==> config.mk <==
export PLATFORM = sky130hd
export DESIGN_NAME = miriscv_lsu_flat
export DESIGN_NICKNAME = d
export VERILOG_FILES = /design/src/rtl/miriscv_pkg.sv /design/src/rtl/miriscv_lsu_if.sv /design/src/rtl/miriscv_lsu_align.sv /design/src/rtl/miriscv_lsu.sv /design/src/flat_wrapper.sv
export SDC_FILE = /design/constraint.sdc
export NUM_CORES = 1
export LEC_CHECK = 0
export CORE_ASPECT_RATIO = 1.2
export CORE_MARGIN = 4
export CORE_UTILIZATION = 33
export DETAILED_ROUTE_END_ITERATION = 8
export HOLD_SLACK_MARGIN = 0.08
export PLACE_DENSITY = 0.69
export SLEW_MARGIN = 20
export SYNTH_ARGS = -nofsm -noshare
export SYNTH_HDL_FRONTEND = slang
export SYNTH_SLANG_ARGS = --single-unit
==> constraint.sdc <==
create_clock -name clk_i -period 1.7 [get_ports clk_i]
set_input_delay 0.34 -clock clk_i [delete_from_list [all_inputs] [get_ports clk_i]]
set_output_delay 0.34 -clock clk_i [all_outputs]
set_load 0.01 [all_outputs]
==> src/rtl/miriscv_pkg.sv <==
// miriscv shared constants: load/store size codes and the LSU state encoding.
package miriscv_pkg;

    localparam logic [2:0] LDST_B  = 3'd0;
    localparam logic [2:0] LDST_H  = 3'd1;
    localparam logic [2:0] LDST_W  = 3'd2;
    localparam logic [2:0] LDST_BU = 3'd4;
    localparam logic [2:0] LDST_HU = 3'd5;

    typedef enum logic [1:0] {
        LSU_IDLE,
        LSU_REQ,
        LSU_WAIT,
        LSU_DONE
    } lsu_state_e;

endpackage

==> src/rtl/miriscv_lsu_if.sv <==
// miriscv data memory port: request/grant/response bus between LSU and memory.
interface miriscv_lsu_if;

    logic        data_req;
    logic        data_we;
    logic [3:0]  data_be;
    logic [31:0] data_addr;
    logic [31:0] data_wdata;
    logic        data_gnt;
    logic        data_rvalid;
    logic [31:0] data_rdata;

    modport master (
        output data_req, data_we, data_be,
        output data_addr, data_wdata,
        input  data_gnt, data_rvalid, data_rdata
    );

    modport slave (
        input  data_req, data_we, data_be,
        input  data_addr, data_wdata,
        output data_gnt, data_rvalid, data_rdata
    );

endinterface

==> src/rtl/miriscv_lsu_align.sv <==
// miriscv LSU datapath: legality check, byte enables, store replication,
// and load extract with sign/zero extension.
module miriscv_lsu_align
    import miriscv_pkg::*;
(
    input  logic [2:0]  st_size,
    input  logic [1:0]  st_off,
    input  logic [31:0] st_data,
    output logic        legal,
    output logic [3:0]  be,
    output logic [31:0] wdata,
    input  logic [2:0]  ld_size,
    input  logic [1:0]  ld_off,
    input  logic [31:0] rdata,
    output logic [31:0] ld_data
);

    logic        is_b;
    logic        is_h;
    logic        is_w;
    logic [31:0] sh;

    assign is_b = (st_size == LDST_B) || (st_size == LDST_BU);
    assign is_h = (st_size == LDST_H) || (st_size == LDST_HU);
    assign is_w = (st_size == LDST_W);

    always_comb begin
        legal = 1'b0;
        be    = 4'b0000;
        wdata = st_data;
        unique case (1'b1)
            is_b: begin
                legal = 1'b1;
                be    = 4'b0001 << st_off;
                wdata = {4{st_data[7:0]}};
            end
            is_h: begin
                legal = ~st_off[0];
                be    = 4'b0011 << st_off;
                wdata = {2{st_data[15:0]}};
            end
            is_w: begin
                legal = (st_off == 2'b00);
                be    = 4'b1111;
            end
            default: ;
        endcase
    end

    // The addressed lane is moved down to bit 0 before extension.
    assign sh = rdata >> {ld_off, 3'b000};

    always_comb begin
        ld_data = sh;
        case (ld_size)
            LDST_B:  ld_data = {{24{sh[7]}}, sh[7:0]};
            LDST_BU: ld_data = {24'h0, sh[7:0]};
            LDST_H:  ld_data = {{16{sh[15]}}, sh[15:0]};
            LDST_HU: ld_data = {16'h0, sh[15:0]};
            default: ld_data = sh;
        endcase
    end

endmodule

==> src/rtl/miriscv_lsu.sv <==
// miriscv load-store unit: sequences one memory access at a time
// over the req/gnt/rvalid bus and stalls the core until it completes.
module miriscv_lsu
    import miriscv_pkg::*;
(
    input  logic        clk_i,
    input  logic        rst_i,
    input  logic        lsu_req_i,
    input  logic        lsu_we_i,
    input  logic [2:0]  lsu_size_i,
    input  logic [31:0] lsu_addr_i,
    input  logic [31:0] lsu_data_i,
    output logic [31:0] lsu_data_o,
    output logic        lsu_stall_req_o,
    output logic        lsu_fault_o,
    miriscv_lsu_if.master data_bus
);

    lsu_state_e  state_q;
    lsu_state_e  state_d;
    logic        start;
    logic        legal;
    logic [3:0]  be;
    logic [31:0] wdata;
    logic [31:0] ld_data;

    logic        req_q;
    logic        we_q;
    logic [3:0]  be_q;
    logic [31:0] addr_q;
    logic [31:0] wdata_q;
    logic [2:0]  size_q;
    logic [1:0]  off_q;
    logic [31:0] data_q;

    miriscv_lsu_align u_align (
        .st_size (lsu_size_i),
        .st_off  (lsu_addr_i[1:0]),
        .st_data (lsu_data_i),
        .legal   (legal),
        .be      (be),
        .wdata   (wdata),
        .ld_size (size_q),
        .ld_off  (off_q),
        .rdata   (data_bus.data_rdata),
        .ld_data (ld_data)
    );

    always_comb begin
        state_d = state_q;
        start   = 1'b0;
        unique case (state_q)
            LSU_IDLE: begin
                if (lsu_req_i && legal) begin
                    state_d = LSU_REQ;
                    start   = 1'b1;
                end
            end
            LSU_REQ: begin
                if (data_bus.data_gnt) state_d = LSU_WAIT;
            end
            LSU_WAIT: begin
                if (data_bus.data_rvalid) state_d = LSU_DONE;
            end
            LSU_DONE: state_d = LSU_IDLE;
            default:  state_d = LSU_IDLE;
        endcase
    end

    always_ff @(posedge clk_i) begin
        if (rst_i) begin
            state_q <= LSU_IDLE;
            req_q   <= 1'b0;
            we_q    <= 1'b0;
            be_q    <= 4'b0000;
            addr_q  <= 32'h0;
            wdata_q <= 32'h0;
            size_q  <= LDST_B;
            off_q   <= 2'b00;
            data_q  <= 32'h0;
        end else begin
            state_q <= state_d;
            if (start) begin
                req_q   <= 1'b1;
                we_q    <= lsu_we_i;
                be_q    <= be;
                addr_q  <= {lsu_addr_i[31:2], 2'b00};
                wdata_q <= wdata;
                size_q  <= lsu_size_i;
                off_q   <= lsu_addr_i[1:0];
            end else if (state_q == LSU_REQ && data_bus.data_gnt) begin
                req_q <= 1'b0;
            end
            // Store acknowledges leave the last load result intact.
            if (state_q == LSU_WAIT && data_bus.data_rvalid && !we_q) begin
                data_q <= ld_data;
            end
        end
    end

    assign lsu_data_o      = data_q;
    assign lsu_fault_o     = (state_q == LSU_IDLE) & lsu_req_i & ~legal;
    assign lsu_stall_req_o = lsu_req_i & legal & (state_q != LSU_DONE);

    assign data_bus.data_req   = req_q;
    assign data_bus.data_we    = we_q;
    assign data_bus.data_be    = be_q;
    assign data_bus.data_addr  = addr_q;
    assign data_bus.data_wdata = wdata_q;

endmodule

==> src/flat_wrapper.sv <==
// flat-port wrapper written by rule: the top's interface ports become plain ports
module miriscv_lsu_flat import miriscv_pkg::*;
  (clk_i, rst_i, lsu_req_i, lsu_we_i, lsu_size_i, lsu_addr_i, lsu_data_i, lsu_data_o, lsu_stall_req_o, lsu_fault_o, data_bus_data_req, data_bus_data_we, data_bus_data_be, data_bus_data_addr, data_bus_data_wdata, data_bus_data_gnt, data_bus_data_rvalid, data_bus_data_rdata);
  miriscv_lsu_if data_bus_i ();
  input  logic clk_i;
  input  logic rst_i;
  input  logic lsu_req_i;
  input  logic lsu_we_i;
  input  logic [2:0] lsu_size_i;
  input  logic [31:0] lsu_addr_i;
  input  logic [31:0] lsu_data_i;
  output logic [31:0] lsu_data_o;
  output logic lsu_stall_req_o;
  output logic lsu_fault_o;
  output wire logic [$bits(data_bus_i.data_req)-1:0] data_bus_data_req;
  output wire logic [$bits(data_bus_i.data_we)-1:0] data_bus_data_we;
  output wire logic [$bits(data_bus_i.data_be)-1:0] data_bus_data_be;
  output wire logic [$bits(data_bus_i.data_addr)-1:0] data_bus_data_addr;
  output wire logic [$bits(data_bus_i.data_wdata)-1:0] data_bus_data_wdata;
  input wire logic [$bits(data_bus_i.data_gnt)-1:0] data_bus_data_gnt;
  input wire logic [$bits(data_bus_i.data_rvalid)-1:0] data_bus_data_rvalid;
  input wire logic [$bits(data_bus_i.data_rdata)-1:0] data_bus_data_rdata;
  assign data_bus_data_req = data_bus_i.data_req;
  assign data_bus_data_we = data_bus_i.data_we;
  assign data_bus_data_be = data_bus_i.data_be;
  assign data_bus_data_addr = data_bus_i.data_addr;
  assign data_bus_data_wdata = data_bus_i.data_wdata;
  assign data_bus_i.data_gnt = data_bus_data_gnt;
  assign data_bus_i.data_rvalid = data_bus_data_rvalid;
  assign data_bus_i.data_rdata = data_bus_data_rdata;
  miriscv_lsu u_core (.clk_i(clk_i), .rst_i(rst_i), .lsu_req_i(lsu_req_i), .lsu_we_i(lsu_we_i), .lsu_size_i(lsu_size_i), .lsu_addr_i(lsu_addr_i), .lsu_data_i(lsu_data_i), .lsu_data_o(lsu_data_o), .lsu_stall_req_o(lsu_stall_req_o), .lsu_fault_o(lsu_fault_o), .data_bus(data_bus_i));
endmodule
# --- Yosys cells after proc, flatten, opt, wreduce, memory -nomap -nowiden ---
# Cells that the tools add are included.
classes:
  eq_ne: 14
  shifts: 3
  muxes: 12
  bitwise_logic: 6
  reduce_logical: 13
op_table:
  columns: ["cell", "n"]
  rows:
  - ["$pmux W32 S4", 1]
  - ["$pmux W32 S2", 1]
  - ["$shr A32 B5 Y32", 1]
  - ["$eq A3 B3 Y1 const B", 4]
  - ["$pmux W4 S3", 1]
  - ["$pmux W2 S4", 1]
  - ["$eq A3 B1 Y1 const B", 2]
  - ["$logic_not A3 Y1", 2]
  - ["$mux W2", 3]
  - ["$ne A2 B2 Y1 const B", 3]
  - ["$and A1 B1 Y1", 4]
  - ["$eq A2 B2 Y1 const B", 2]
  - ["$logic_and A1 B1 Y1", 4]
  - ["$logic_not A2 Y1", 2]
  - ["$mux W1", 4]
  - ["$shl A1 B2 Y4 const A", 1]
  - ["$shl A2 B2 Y4 const A", 1]
  - ["$eq A3 B2 Y1 const B", 1]
  - ["$pmux W1 S3", 1]
  - ["$reduce_and A3 Y1", 1]
  - ["$eq A2 B1 Y1 const B", 1]
  - ["$logic_or A1 B1 Y1", 2]
  - ["$ne A2 B1 Y1 const B", 1]
  - ["$not A1 Y1", 2]
  - ["other kinds (2)", 2]
word_totals:
  register_bits: 107
  input_bits: 105
  output_inout_bits: 104
  elab_cells: 57

# --- Longest topological paths before layout ---
logic_depth:
  depth_word: 7
  mapped_depth: 9

# --- Cells and area by module ---
# Synthesis repeated with hierarchy kept, for this count alone.
hier_totals:
  cells_unflattened: 652
  area_unflattened_um2: 5094.9
modules_own_cells:
  columns: ["mod", "instances", "cells_each", "area_each_um2"]
  rows:
  - ["miriscv_lsu", 1, 483, 3838.7]
  - ["miriscv_lsu_align", 1, 169, 1256.2]

# --- Least setup slack after synthesis ---
# Ideal clock, no wire load.
synth_path:
  path_type: "reg-to-reg"
  from: "register u_core.state_q[0]"
  to: "register u_core.wdata_q[16] (netlist: u_core.data_bus.data_wdata[16])"
  setup_ns: 0.086
  arrival_time_ns: 1.448
  required_time_ns: 1.614
  slack_ns: 0.167
  stages_incl_launch_ff: 9
  path_cell_list: "dfxtp_1 -> inv_1 -> ha_1 -> nand2_1 -> o21ba_1 -> buf_4 -> buf_6 -> buf_6 -> a211oi_1"
synth_via:
  elab_chain_cells: 2
synth_rtl:
  columns: ["item", "line", "rtl"]
  rows:
  - ["start: declaration", "miriscv_lsu.sv:19", "lsu_state_e state_q;"]
  - ["start signal: assignment", "miriscv_lsu.sv:82", "state_q <= state_d;"]
  - ["$logic_not A2 Y1", "miriscv_lsu.sv:52", "unique case (state_q)"]
  - ["$mux W1", "miriscv_lsu.sv:52", null]
  - ["end signal: assignment", "miriscv_lsu.sv:88", "wdata_q <= wdata;"]
  - ["end: declaration", "miriscv_lsu.sv:31", "logic [31:0] wdata_q;"]
# Every way passes these cells.
# A chain may end at the register's enable or synchronous reset.

# --- Worst setup path in the final report ---
layout_path:
  from: "register u_core.state_q[1]"
  to: "output port lsu_fault_o"
layout_via:
  elab_chain_cells: 3
layout_rtl:
  columns: ["item", "line", "rtl"]
  rows:
  - ["$logic_not A2 Y1", "miriscv_lsu.sv:102", "assign lsu_fault_o = (state_q == LSU_IDLE) & lsu_req_i & ~legal;"]
  - ["$and A1 B1 Y1 (2 in series)", "miriscv_lsu.sv:102", null]
  - ["end: declaration", "flat_wrapper.sv:14", "output logic lsu_fault_o;"]
# Every way passes these cells.

==> impl_metrics.csv <==
group,metric,value,unit
outcome,outcome,"finished clean",
synthesis,post_synth_edffs,0,
placement,port_buffers,206,
timing,skew,4.466,ps
pwr,power.leakage,2.804,nW
die,io_pins,209,
routing,detail_route.wirelength,16.28,mm
routing,initial_drc_count,271,
routing,drc,0,
setup_path,startpoint_types,"flip-flop",
timing,timing.final.crit_share,97.88,%
min_path,worstHoldPathCells,2,
finish,postLayoutCellArea,7726,sq um
die,fp.dieH,140.8,um
die,dieArea,16710,sq um
routing,via_total_after_detailed_routing,4906,
timing,maxSlewViolCount,0,
clocking,clk_pin_slew_worst_paths,70,ps
timing,report.final.setup_viol,0,
pwr,irDropWorstVdd,0.5911,mV
grt,number_of_global_route_vias_before_repair,4632,
placement,place_congestion,0.8499,
synthesis,ys_ff_latch,107,
timing,tns,0,ps
timing,finalHoldViolCount,0,
clocking,clock_tree_from_tritoncts,"built",
grt,grt_usage,18.63,%
synthesis,synth.avg_cell_area,8.167,sq um
clocking,htreeDepth,3,
die,core.rowCount,48,
placement,area_after_dpl,7331,sq um
synthesis,synth_warnings,0,
grt,antenna_found_initial,0,
setup_path,timing_worst_setup_path_type,"reg -> out",
finish,final_cell_mix,"196 x sky130_fd_sc_hd__clkdlybuf4s50_1, 141 x sky130_fd_sc_hd__nand2_1, 106 x sky130_fd_sc_hd__dfxtp_1",
synthesis,mappedNetlistArea,4851,sq um
setup_path,critPathCaptureType,"output port",
synthesis,yosys.cell_types.count,36,
setup_path,crit_path_max_fanout,2,
routing,drt_pre_antenna_iters,4,
routing,ant_nets,0,
finish,layout-area-overhead-vs-synth,59.27,%
clocking,clk_root_buffer_cell,"sky130_fd_sc_hd__clkbuf_16",
setup_path,crit-reg2reg-capture,"u_core.lsu_data_o[9]$_SDFFE_PP0P_",
routing,routed_via_density,4.966,
timing,layout_min_cycle_time,1664,ps
min_path,hold_end,"u_core.data_bus.data_addr[4]$_SDFFE_PP0P_",
setup_path,regToRegStartpoint,"u_core.off_q[1]$_SDFFE_PP0P_",
setup_path,reg2reg_setup_slack,60,ps
job,max-cap-violations,0,
grt,grt_remaining_overflow,0,
synthesis,postSynth.topFlopCell,"sky130_fd_sc_hd__dfxtp_1",
grt,grt_first_pass_wirelength,24.76,mm
synthesis,synth.yosys.seq_area_share,44.16,%
clocking,insertion_delay,350,ps
min_path,holdCritStartpoint,"rst_i",
routing,route.detailed.wl_per_inst,16.48,um
timing,final.setup.worst_slack,36.09,ps
placement,preCtsSetupSlack,-674.2,ps
clocking,clock_sink_count,107,
die,effective_utilization_at_floorplan,33.65,%
pwr,power_density,1013,nW/um^2
finish,finalCoreUtilization,53.60,%
clocking,max-clock-path-buffers,2,
min_path,min-delay-path-class,"in -> reg",
clocking,tritoncts.num_buffers,9,
setup_path,first_element_of_the_critical_path,"u_core.state_q[1]$_SDFFE_PP0P_",
die,die_width,118.7,um
finish,antenna-diode-count,0,
finish,final-instance-count-excl-fill,988,
timing,worst_slew_margin_rel,62.88,%
synthesis,synthCells,594,
finish,mostFrequentLayoutCell,"sky130_fd_sc_hd__clkdlybuf4s50_1",
synthesis,postSynth.asyncResetShare,0,%
setup_path,timing.critical_path.arrival,1320,ps
timing,grt_setup_unrepaired,"yes",
finish,share_of_cells_above_drive_strength_1,11.32,%
placement,detailedPlacementHpwl,11.92,mm
placement,numPlacedInstances,967,
timing,timing_worst_slew_pin_value,554.8,ps
timing,fmaxAchievable,601.0,MHz
setup_path,required,1360,ps
die,core_region_area,14410,sq um
setup_path,r2r.worst_path.cells,4,
grt,grt_max_degree,37,
finish,finish.net_count,917,
clocking,cts_hold_buffers,0,
[per-stage QoR]
step	power, mW	hold WS [ps]
after global routing	8.255	376.4
after floorplan	4.341	474.4
after CTS	7.803	359.1
after global placement	5.725	441.2
final	7.824	370.9
after detailed placement	5.749	446.5
[flip-flops by register name, summed over array words and instances, names as in the netlist]
signal                      flops
u_core.off_q                    2
u_core.size_q                   3
u_core.state_q                  2
u_core.data_bus.data_wdata     32
u_core.data_bus.data_addr      30
u_core.data_bus.data_req        1
u_core.data_bus.data_be         4
u_core.lsu_data_o              32
u_core.data_bus.data_we         1
[power by group]
part           switching, mW  leakage [nW]  internal, mW
Combinational           1.30          1.80          1.50
Sequential             0.184         0.871          2.84
Clock                  0.918         0.130          1.08
[per-layer routing]
| layer | vias up | wire length [um] | global-route usage, % | part of all wire, % |
|---|---|---|---|---|
| met5 | - | 0 | 0 | 0 |
| met2 | 178 | 8100 | 32.22 | 50 |
| met1 | 2243 | 6338 | 20.52 | 39 |
| met3 | 19 | 1507 | 7.424 | 9.3 |
| li1 | 2466 | - | - | - |
| met4 | 0 | 337 | 7.200 | 2.1 |
[worst max-delay path, cell delays in order, from the launching register on]
cell	delay, ps
sky130_fd_sc_hd__dfxtp_1	320
sky130_fd_sc_hd__inv_2	80
sky130_fd_sc_hd__ha_4	150
sky130_fd_sc_hd__nand2_4	60
sky130_fd_sc_hd__nor3_4	190
sky130_fd_sc_hd__buf_2	170
[synthesized netlist by cell type (all sizes together) (2+ instances only)]
| cell type | instances | area share [%] |
|---|---|---|
| a211oi | 26 | 4.0 |
| nor2b | 3 | 0.39 |
| clkbuf | 29 | 2.3 |
| mux2i | 33 | 6.8 |
| o211ai | 7 | 1.1 |
| buf | 23 | 3.5 |
| mux2 | 8 | 1.9 |
| inv | 5 | 0.39 |
| nor3 | 14 | 1.5 |
| nand2 | 142 | 11 |
| nor4 | 2 | 0.57 |
| o21ai | 20 | 2.1 |
| a21oi | 88 | 9.1 |
| dfxtp | 107 | 44 |
| a311oi | 9 | 2.1 |
| nor2 | 50 | 3.9 |
| nand2b | 5 | 0.64 |
| o2bb2ai | 8 | 1.4 |
| ha | 4 | 1.0 |
[logic make-up (layout without fill, tap and decap cells)]
kind of cell	count (synthesis)	after routing	share of synthesized area (%)
AND/OR/NAND/NOR	219	219	18.47
AO/OA/AOI/OAI	163	163	20.79
flip-flops	107	107	44.16
buffers and inverters	57	275	6.139
multiplexers	42	42	9.131
adder cells (fa/ha/maj)	5	5	1.238
other	1	2	0.07731
[layout make-up]
cell class,count,area [sq um]
clock inverters,1,7.507
multi-input cells,431,2487
flip-flops and latches,107,2143
well taps,175,219.0
repair buffers,254,2582
inverters,5,18.77
fillers,1389,6688
clock buffers,15,267.8
[repair_timing]
| item | in CTS | in global routing |
|---|---|---|
| hold endpoints to repair | 0 | 0 |
| pin swaps | 3 | 4 |
| cloned | 0 | 1 |
| setup endpoints to repair | 42 | 79 |
| gates resized for setup | 19 | 16 |
| buffers inserted | 1 | 3 |
[worst max path at each step]
stage	end	slack [ps]	cells past startpoint
floorplan	u_core.data_bus.data_wdata[16]$_SDFFE_PP0P_	170	8
global placement	lsu_stall_req_o	-650	6
detailed placement	lsu_fault_o	-670	5
CTS	lsu_fault_o	8	5
global route	u_core.lsu_data_o[30]$_SDFFE_PP0P_	-40	5
finish	lsu_fault_o	40	5
Note: power is estimated with default switching activity, not from simulation.
